## src/rtl/ir_frame_decoder.sv

```systemverilog
// Pulse-width IR frame decoder: classifies high pulses as data 0 / data 1 / start and assembles frames.
// Optional glitch filter on the synchronised input is enabled with `define IR_FILTER_EN.
//   state | meaning
//   IDLE  | waiting for a start pulse, data pulses ignored
//   DATA  | collecting FRAME_BITS data bits after a start pulse
module ir_frame_decoder #(
    parameter int FRAME_BITS = 32,
    parameter int CNT_W      = 5,
    parameter int T1_MIN     = 3,
    parameter int START_MIN  = 7,
    parameter int GAP_MAX    = 24,
    parameter int FILT_LEN   = 2
) (
    input  logic                  clk,
    input  logic                  rst_n,
    input  logic                  irwave,
    output logic                  bit_out,
    output logic                  bit_valid,
    output logic [FRAME_BITS-1:0] frame_data,
    output logic                  frame_valid,
    output logic                  frame_err,
    output logic                  busy
);

    localparam int IDX_W = (FRAME_BITS > 1) ? $clog2(FRAME_BITS) : 1;
    localparam logic [CNT_W-1:0] CNT_MAX = '1;
    localparam logic [CNT_W-1:0] T1_C    = CNT_W'(T1_MIN);
    localparam logic [CNT_W-1:0] START_C = CNT_W'(START_MIN);
    localparam logic [CNT_W-1:0] GAP_PRE = CNT_W'(GAP_MAX - 1);
    localparam logic [IDX_W-1:0] LAST    = IDX_W'(FRAME_BITS - 1);

    if (FRAME_BITS < 1 || T1_MIN < 1 || START_MIN <= T1_MIN || START_MIN > (2**CNT_W) - 1 ||
        GAP_MAX < 1 || GAP_MAX > (2**CNT_W) - 1 || FILT_LEN < 1) begin : g_bad_params
        $error("ir_frame_decoder: illegal parameter combination");
    end

    typedef enum logic {IDLE, DATA} state_t;

    state_t                state, state_nx;
    logic                  ir_m, ir_s, ir_f, ir_q;
    logic [CNT_W-1:0]      hi_cnt, lo_cnt;
    logic [IDX_W-1:0]      idx, idx_nx;
    logic [FRAME_BITS-1:0] shreg, shreg_nx, frame_data_nx;
    logic                  bit_out_nx, bit_valid_nx, frame_valid_nx, frame_err_nx;
    logic                  fall, is_start, is_data, data_bit, timeout;

    always_ff @(posedge clk or negedge rst_n) begin
        if (!rst_n) begin
            ir_m <= 1'b0;
            ir_s <= 1'b0;
            ir_q <= 1'b0;
        end else begin
            ir_m <= irwave;
            ir_s <= ir_m;
            ir_q <= ir_f;
        end
    end

`ifdef IR_FILTER_EN
    localparam int FC_W = $clog2(FILT_LEN + 1);
    logic [FC_W-1:0] filt_cnt;
    logic            ir_fr;

    // ir_fr follows ir_s only once the new level has been seen FILT_LEN times in a row
    always_ff @(posedge clk or negedge rst_n) begin
        if (!rst_n) begin
            filt_cnt <= '0;
            ir_fr    <= 1'b0;
        end else if (ir_s == ir_fr) begin
            filt_cnt <= '0;
        end else if (filt_cnt == FC_W'(FILT_LEN - 1)) begin
            filt_cnt <= '0;
            ir_fr    <= ir_s;
        end else begin
            filt_cnt <= filt_cnt + 1'b1;
        end
    end

    assign ir_f = ir_fr;
`else
    assign ir_f = ir_s;
`endif

    always_ff @(posedge clk or negedge rst_n) begin
        if (!rst_n) begin
            hi_cnt <= '0;
            lo_cnt <= '0;
        end else if (ir_f) begin
            if (hi_cnt != CNT_MAX) hi_cnt <= hi_cnt + 1'b1;
            lo_cnt <= '0;
        end else begin
            hi_cnt <= '0;
            if (lo_cnt != CNT_MAX) lo_cnt <= lo_cnt + 1'b1;
        end
    end

    assign fall     = ir_q & ~ir_f;
    assign is_start = fall && (hi_cnt >= START_C);
    assign is_data  = fall && !is_start;
    assign data_bit = (hi_cnt >= T1_C);
    // fires on the edge that takes lo_cnt to GAP_MAX
    assign timeout  = !ir_f && (lo_cnt == GAP_PRE);
    assign busy     = (state == DATA);

    always_ff @(posedge clk or negedge rst_n) begin
        if (!rst_n) state <= IDLE;
        else        state <= state_nx;
    end

    always_comb begin
        state_nx = state;
        case (state)
            IDLE: if (is_start) state_nx = DATA;
            DATA: begin
                if (is_data && idx == LAST)  state_nx = IDLE;
                else if (!fall && timeout)   state_nx = IDLE;
            end
            default: state_nx = IDLE;
        endcase
    end

    always_comb begin
        bit_out_nx     = bit_out;
        bit_valid_nx   = 1'b0;
        frame_valid_nx = 1'b0;
        frame_err_nx   = 1'b0;
        idx_nx         = idx;
        shreg_nx       = shreg;
        frame_data_nx  = frame_data;
        case (state)
            IDLE: begin
                if (is_start) begin
                    idx_nx   = '0;
                    shreg_nx = '0;
                end
            end
            DATA: begin
                if (is_start) begin
                    frame_err_nx = 1'b1;
                    idx_nx       = '0;
                    shreg_nx     = '0;
                end else if (is_data) begin
                    bit_valid_nx  = 1'b1;
                    bit_out_nx    = data_bit;
                    shreg_nx[idx] = data_bit;
                    if (idx == LAST) begin
                        frame_data_nx  = shreg_nx;
                        frame_valid_nx = 1'b1;
                        idx_nx         = '0;
                    end else begin
                        idx_nx = idx + 1'b1;
                    end
                end else if (timeout) begin
                    frame_err_nx = 1'b1;
                end
            end
            default: ;
        endcase
    end

    always_ff @(posedge clk or negedge rst_n) begin
        if (!rst_n) begin
            bit_out     <= 1'b0;
            bit_valid   <= 1'b0;
            frame_valid <= 1'b0;
            frame_err   <= 1'b0;
            frame_data  <= '0;
            shreg       <= '0;
            idx         <= '0;
        end else begin
            bit_out     <= bit_out_nx;
            bit_valid   <= bit_valid_nx;
            frame_valid <= frame_valid_nx;
            frame_err   <= frame_err_nx;
            frame_data  <= frame_data_nx;
            shreg       <= shreg_nx;
            idx         <= idx_nx;
        end
    end

endmodule

```

## config.mk

```make
export PLATFORM = sky130hd
export DESIGN_NAME = ir_frame_decoder
export DESIGN_NICKNAME = d
export VERILOG_FILES = /design/src/rtl/ir_frame_decoder.sv
export SDC_FILE = /design/constraint.sdc
export NUM_CORES = 1
export LEC_CHECK = 0
export ABC_AREA = 1
export BUFFER_PORTS_ARGS = -buffer_cell sky130_fd_sc_hd__buf_2
export CORE_MARGIN = 3
export CORE_UTILIZATION = 36
export DETAILED_ROUTE_END_ITERATION = 6
export GPL_TIMING_DRIVEN = 0
export PLACE_DENSITY = 0.62
export SYNTH_ARGS = -nofsm -noshare
export SYNTH_HDL_FRONTEND = slang
export SYNTH_SLANG_ARGS = --single-unit
```

## constraint.sdc

```tcl
create_clock -name clk -period 2.11 [get_ports clk]
set_input_delay 0.3165 -clock clk [delete_from_list [all_inputs] [get_ports clk]]
set_output_delay 0.3165 -clock clk [all_outputs]
set_load 0.03 [all_outputs]
```

==> summary.md, run 1 <==
- **initial core utilization** 37.4%
- **proportion of layout cells with a drive suffix above 1** 14.7%
- **Placeable Area** 11000 µm²
- **top achievable clock speed** 0.540 GHz
- **max incr delay on CP** 0.44 ns
- **average detailed-routed wire length per instance** 13.4 µm
- **global-route wire length before repair** 16.3 mm
- **number of standard cells in the final layout excluding fillers** 712
- **maxcap violations** 0
- **largest voltage drop on the vdd net** 0.373 mV
- **minimum setup slack among reg-to-reg paths** 0.26 ns
- **cell repeated most along the worst path** nand2_1
- **height of the die** 113 µm
- **required time worst endpoint** 2.33 ns
- **Reg2Reg Capture Point** frame_data[31]$_DFFE_PN0P_
- **Layout fillers** 1087
- **number of resized instances in the post-cts repair step** 0
- **Final Skew** 0.00793 ns
- **number of buffers and inverters on the critical path** 2
- **fraction of the cycle the final worst path needs** 87.8%
- **number of antenna-violating nets in the routed design** 0
- **number of storage elements in the synthesis netlist** 87
- **kind of end point of the critical path** flop
- **area taken by multi-input logic gates** 1670 µm²
- **final cell utilization of the core** 43.8%
- **total overflow reported by the global router** 0
- **Clock Root Buffer** clkbuf_16
- **layout net count** 579
- **outcome** finished with violations
- **vias after detailed routing** 3463
- **DR iter-0 viols** 161
- **top cell type's share of synthesized area** 53.0%
- **Max-Slew Margin vs Limit** 58.0%
- **cell with the largest stage delay on the worst path** dfrtp_1
- **initial antenna violation count** 0
- **class of the tightest hold or removal check** input pin to asynchronous set/reset pin
- **# placed instances** 696
- **antenna cell count** 0
- **final-report max-slew violation count** 0
- **maximum fanout encountered on the critical timing path** 10
- **worst-margin pin slew** 0.629 ns
- **most numerous cell types in the synthesized netlist** nand2_1 (202), dfrtp_1 (87), nand3_1 (47)
- **DRC viols** 0
- **buffers inserted by post-CTS timing repair** 0
- **Data arrival, critical path** 2.07 ns
- **worst hold slack** -0.0112 ns
- **Area Overhead vs Synth** 17.1%
- **clock latency on the worst-skew pair** 0.33 ns
- **number of synthesized flops with an enable pin** 0
- **clock tree from TritonCTS** built
- **Area contributors post-synth** dfrtp_1 (53%), nand2_1 (18%), nand3_1 (5.7%), o21ai_0 (5.1%), nor2_1 (3.7%)
- **Worst-path clk slew** 0.06 ns
- **dominant synthesized flop cell** dfrtp_1
- **top cell family by delay on the critical path** adder cells
- **via count of the first global-routing pass** 3470
- **Power Density** 816 nW/µm²
- **number of hold-slack violations in the final timing report** 6
- **buffer levels on the longest clock path** 2
- **violations in the final reports** negative hold slack
- **Avg Inst Size Synth** 7.97 µm²
- **post-detail-place hpwl** 6.66 mm
- **GR Util All Layers** 15.7%
- **combined flip-flop and latch cell area** 2180 µm²
- **cell chain of the critical path** ha_1, nand2_1, nor2_1, ha_1, nand2_2, clkinv_2, buf_6, nand2_1, nand2_1
- **warning count from the yosys run** 0
- **count leader, synth** nand2_1
- **start of the worst register-to-register path** idx[0]$_DFFE_PN0P_
- **synth unique cells** 24
- **number of H-tree branching levels** 3
- **Synth Instances** 516
- **number of nets in the synthesized netlist** 528
- **largest net degree at the start of global routing** 48
- **CTS Sinks** 87
- **final critical path time including I/O delays and setup** 1.85 ns
- **Rows** 38
- **Pre-Repair DR Iteration Count** 4
- **total of hold buffers inserted after clock tree synthesis** 0
- **via/cell ratio** 4.86
- **width of the chip** 113 µm
- **final weighted congestion of routability-driven global placement** 0.847
- **clock buffer count from CTS** 9
- **share of synthesized registers carrying an async set or reset** 100%
- **number of buffers inserted by port buffering** 39
- **overall routed net length** 9.51 mm
- **I/O pin count** 40
- **Die ar.** 12700 µm²
- **cell type with the highest aggregate area in the netlist** dfrtp_1
- **static leakage** 2.59 nW
- **endpoints failing setup** 0
- **R2R cell count** 9
- **sequential fraction of the synthesis area** 53.0%
- **post-synthesis instance area** 4110 µm²
- **category of the most critical setup path** flop to flop
- **setup repair after global routing missed its margin** false
- **nature of the critical path startpoint** flop
- **Final Power** 3.93 mW
-- power breakdown --
| group | internal, mW | total (mW) | switching, mW |
|---|---|---|---|
| Sequential | 1.72 | 1.79 | 0.0640 |
| Clock | 0.988 | 1.64 | 0.657 |
| Combinational | 0.121 | 0.495 | 0.374 |
-- flip-flops by register name, indices dropped and copies added, names as in the netlist, 5 cells and up --
| signal | flops |
|---|---|
| frame_data | 32 |
| shreg | 32 |
| hi_cnt | 5 |
| idx | 5 |
| lo_cnt | 5 |
-- worst reg2reg max path, delay by kind of cell, from the launching register on --
family | cells | cell delay (ns)
fa+ha+maj | 2 | 0.51
buf+inv | 2 | 0.35
flops | 1 | 0.44
simple gates | 5 | 0.44
-- cells by family after synthesis --
logic type	count (synthesis)	share of synthesized area (%)
buffers and inverters	56	6.48
adder cells (fa/ha/maj)	9	2.74
AND/OR/NAND/NOR	305	30.3
AO/OA/AOI/OAI	57	7.06
flip-flops	87	53.0
XOR/XNOR	2	0.426
-- worst max-delay path by stage --
stage / slack, ns / start / end / cells past startpoint
3_5_place_dp: 0.25 / idx[0]$_DFFE_PN0P_ / frame_data[31]$_DFFE_PN0P_ / 9
6_report: 0.26 / idx[0]$_DFFE_PN0P_ / frame_data[31]$_DFFE_PN0P_ / 9
4_1_cts: 0.24 / idx[0]$_DFFE_PN0P_ / frame_data[31]$_DFFE_PN0P_ / 9
3_3_place_gp: -0.07 / rst_n / frame_data[21]$_DFFE_PN0P_ / 1
2_1_floorplan: 0.54 / idx[0]$_DFFE_PN0P_ / frame_data[23]$_DFFE_PN0P_ / 9
5_1_grt: 0.09 / idx[0]$_DFFE_PN0P_ / frame_data[9]$_DFFE_PN0P_ / 9
-- metal layers --
| layer | part of all wire, % | GRT usage, % | wire (µm) |
|---|---|---|---|
| met1 | 48 | 21.1 | 4540 |
| met3 | 3.3 | 3.16 | 315 |
| met4 | 1.4 | 5.45 | 133 |
| met5 | 0 | 0 | 0 |
| met2 | 48 | 25.2 | 4520 |
-- final cells by class --
type                    instances  share of cell area (%)
inverters                      35                    2.76
clock inverters                 4                    1.09
clock buffers                  12                    5.33
plain buffers                  21                    2.78
multi-input cells             373                    34.7
well taps                     140                    3.64
repair buffers                 40                    4.52
flip-flops and latches         87                    45.2
-- cell usage in the layout (no fill, tap or decap), drive strengths merged --
master / Yosys / routed
nand2: 205 / 205
buf: 18 / 58
o211ai: 1 / 1
inv: 34 / 35
o21ai: 51 / 51
nand4: 5 / 5
nor3: 3 / 3
dfrtp: 87 / 87
nand3: 49 / 49
o31ai: 1 / 1
xor2: 2 / 2
a21oi: 4 / 4
clkinv: 1 / 3
bufinv: 0 / 1
ha: 9 / 9
clkbuf: 3 / 15
nor2: 43 / 43
-- metrics by stage --
stage / TNS (ns) / instance area [µm²] / hold slack, ns / setup WS (ns)
after CTS: 0 / 4810 / 0.0209 / 0.240
after detailed placement: 0 / 4500 / 0.337 / 0.255
after global placement: -5.99 / 4480 / 0.334 / -0.0744
after global routing: 0 / 4810 / 0.0521 / 0.0852
after floorplan: 0 / 4110 / 0.0209 / 0.541
final: 0 / 4810 / -0.0112 / 0.257
Power figures use the tool's default switching activity.
==> inputs of run 2 (changes only) <==
- CORE_ASPECT_RATIO: unset -> 2
- CTS_CLUSTER_SIZE: unset -> 20
- SLEW_MARGIN: unset -> 20
==> run 2 against run 1 <==
Compared with the run above: the run now ends clean; final area is 0.13% lower; sequential share of layout area is 0.059 points higher; hold slack better by 0.088 ns; setup slack better by 0.0041 ns; via count is 0.90% lower; sequential cell count stayed put; first-iteration DRC count is 3.7% higher; global-route usage is 1.5 points higher; count of clock-buffer cells in the layout is 1 lower; combinational power is 0.8% higher; core utilization is 0.18 points lower; critical endpoint is now frame_data[8]$_DFFE_PN0P_; largest cell class unchanged.
==> summary.md, run 2 (same netlist as run 1, synthesis figures left out) <==
- **area taken by multi-input logic gates** 1670 µm²
- **Worst-path clk slew** 0.06 ns
- **CTS Sinks** 87
- **Rows** 54
- **pre-CTS worst setup slack** 0.253 ns
- **R2R cell count** 9
- **Power Density** 792 nW/µm²
- **number of H-tree branching levels** 3
- **most frequent cells in the layout** nand2_1 (202), dfrtp_1 (87), buf_2 (48), nand3_1 (47), o21ai_0 (42)
- **static leakage** 2.58 nW
- **maximum fanout encountered on the critical timing path** 10
- **initial core utilization** 37.3%
- **via/cell ratio** 4.81
- **Final Skew** 0.0100 ns
- **I/O pin count** 40
- **GR Util All Layers** 17.2%
- **largest registers ranked by flip-flop count** frame_data x32, shreg x32
- **kind of end point of the critical path** flop
- **combined flip-flop and latch cell area** 2180 µm²
- **height of the die** 157 µm
- **Critical Path Source** idx[0]$_DFFE_PN0P_
- **final critical path time including I/O delays and setup** 1.85 ns
- **overall routed net length** 9.87 mm
- **global-route wire length before repair** 16.7 mm
- **fraction of the cycle the final worst path needs** 87.6%
- **buffers inserted by post-CTS timing repair** 0
- **commonest non-fill, non-tap cell in the layout** nand2_1
- **vias after detailed routing** 3432
- **minimum setup slack among reg-to-reg paths** 0.26 ns
- **nature of the critical path startpoint** flop
- **final-report max-slew violation count** 0
- **category of the most critical setup path** flop to flop
- **number of antenna-violating nets in the routed design** 0
- **Layout fillers** 1150
- **final weighted congestion of routability-driven global placement** 0.888
- **total overflow reported by the global router** 0
- **layout net count** 580
- **setup repair after global routing missed its margin** false
- **endpoints failing setup** 0
- **Pre-Repair DR Iteration Count** 4
- **Die ar.** 12800 µm²
- **Area Overhead vs Synth** 16.9%
- **clock buffer count from CTS** 9
- **Max-Slew Margin vs Limit** 66.6%
- **width of the chip** 81.6 µm
- **number of resized instances in the post-cts repair step** 0
- **average detailed-routed wire length per instance** 13.8 µm
- **number of standard cells in the final layout excluding fillers** 713
- **cell with the largest stage delay on the worst path** dfrtp_1
- **DR iter-0 viols** 167
- **top achievable clock speed** 0.541 GHz
- **clock latency on the worst-skew pair** 0.35 ns
- **maxcap violations** 0
- **Final Power** 3.81 mW
- **required time worst endpoint** 2.35 ns
- **via count of the first global-routing pass** 3561
- **# placed instances** 696
- **class of the tightest hold or removal check** input pin to flop
- **Clock Root Buffer** clkbuf_16
- **Placeable Area** 11000 µm²
- **worst-margin pin slew** 0.501 ns
- **Data arrival, critical path** 2.09 ns
- **Reg2Reg Capture Point** frame_data[8]$_DFFE_PN0P_
- **largest voltage drop on the vdd net** 0.489 mV
- **number of buffers inserted by port buffering** 39
- **largest net degree at the start of global routing** 52
- **post-detail-place hpwl** 7.35 mm
- **clock tree from TritonCTS** built
- **proportion of layout cells with a drive suffix above 1** 14.7%
- **Final TNS setup** 0 ns
- **cell repeated most along the worst path** nand2_1
- **buffer levels on the longest clock path** 2
- **start of the worst register-to-register path** idx[0]$_DFFE_PN0P_
- **initial antenna violation count** 0
- **outcome** finished, final reports clean
- **antenna cell count** 0
- **final cell utilization of the core** 43.6%
- **Worst Slack Setup Final** 0.261 ns
- **max incr delay on CP** 0.44 ns
- **number of hold-slack violations in the final timing report** 0
- **cell chain of the critical path** ha_1, nand2_1, nor2_1, ha_1, nand2_2, clkinv_2, buf_6, nand2_1, nand2_1
- **crit path capture** frame_data[8]$_DFFE_PN0P_
- **DRC viols** 0
## run 2: through the flow
step	instance area (µm²)	hold slack (ns)
3_3_place_gp	4480	0.336
4_1_cts	4810	0.0734
3_5_place_dp	4510	0.325
5_1_grt	4810	0.0701
6_report	4810	0.0773
2_1_floorplan	4110	0.0209
## run 2: routing by layer
layer  vias to the layer above  wire, µm  GRT usage [%]
li1                       1739         -              -
met1                      1614      3780           18.3
met2                        59      5550           31.5
met3                        20       279           3.09
met4                         0       262           8.14
met5                         -         0              0
## run 2: timing repair
item,4_1_cts,5_1_grt
setup endpoints to repair,0,0
hold endpoints to repair,36,0
hold buffers,1,0
## run 2: worst max-delay path, delay by kind of cell (launching register included)
| kind | cells | cell delay, ns |
|---|---|---|
| fa+ha+maj | 2 | 0.50 |
| simple gates | 5 | 0.45 |
| flops | 1 | 0.44 |
| buf+inv | 2 | 0.35 |
## run 2: worst min-delay path by stage
stage,from,to,slack (ns),depth (start not counted)
after CTS,irwave,ir_m$_DFF_PN0_,0.07,1
after global placement,ir_m$_DFF_PN0_,ir_f$_DFF_PN0_,0.34,0
after global routing,irwave,ir_m$_DFF_PN0_,0.07,1
final,irwave,ir_m$_DFF_PN0_,0.08,1
after floorplan,rst_n,bit_out$_DFFE_PN0P_,0.02,0
after detailed placement,rst_n,frame_data[12]$_DFFE_PN0P_,0.33,1
## run 2: layout make-up
class / instances / area share [%]
Clock buffer: 11 / 5.05
Buffer: 21 / 2.78
Clock inverter: 5 / 0.885
Multi-Input combinational cell: 373 / 34.7
Tap cell: 140 / 3.64
Timing Repair Buffer: 41 / 4.89
Inverter: 35 / 2.76
Sequential cell: 87 / 45.3
## run 2: power by group
group          total (mW)  switching, mW  internal, mW
logic               0.499          0.376         0.123
registers            1.78         0.0610          1.72
clock network        1.52          0.683         0.841
total                3.81           1.12          2.69
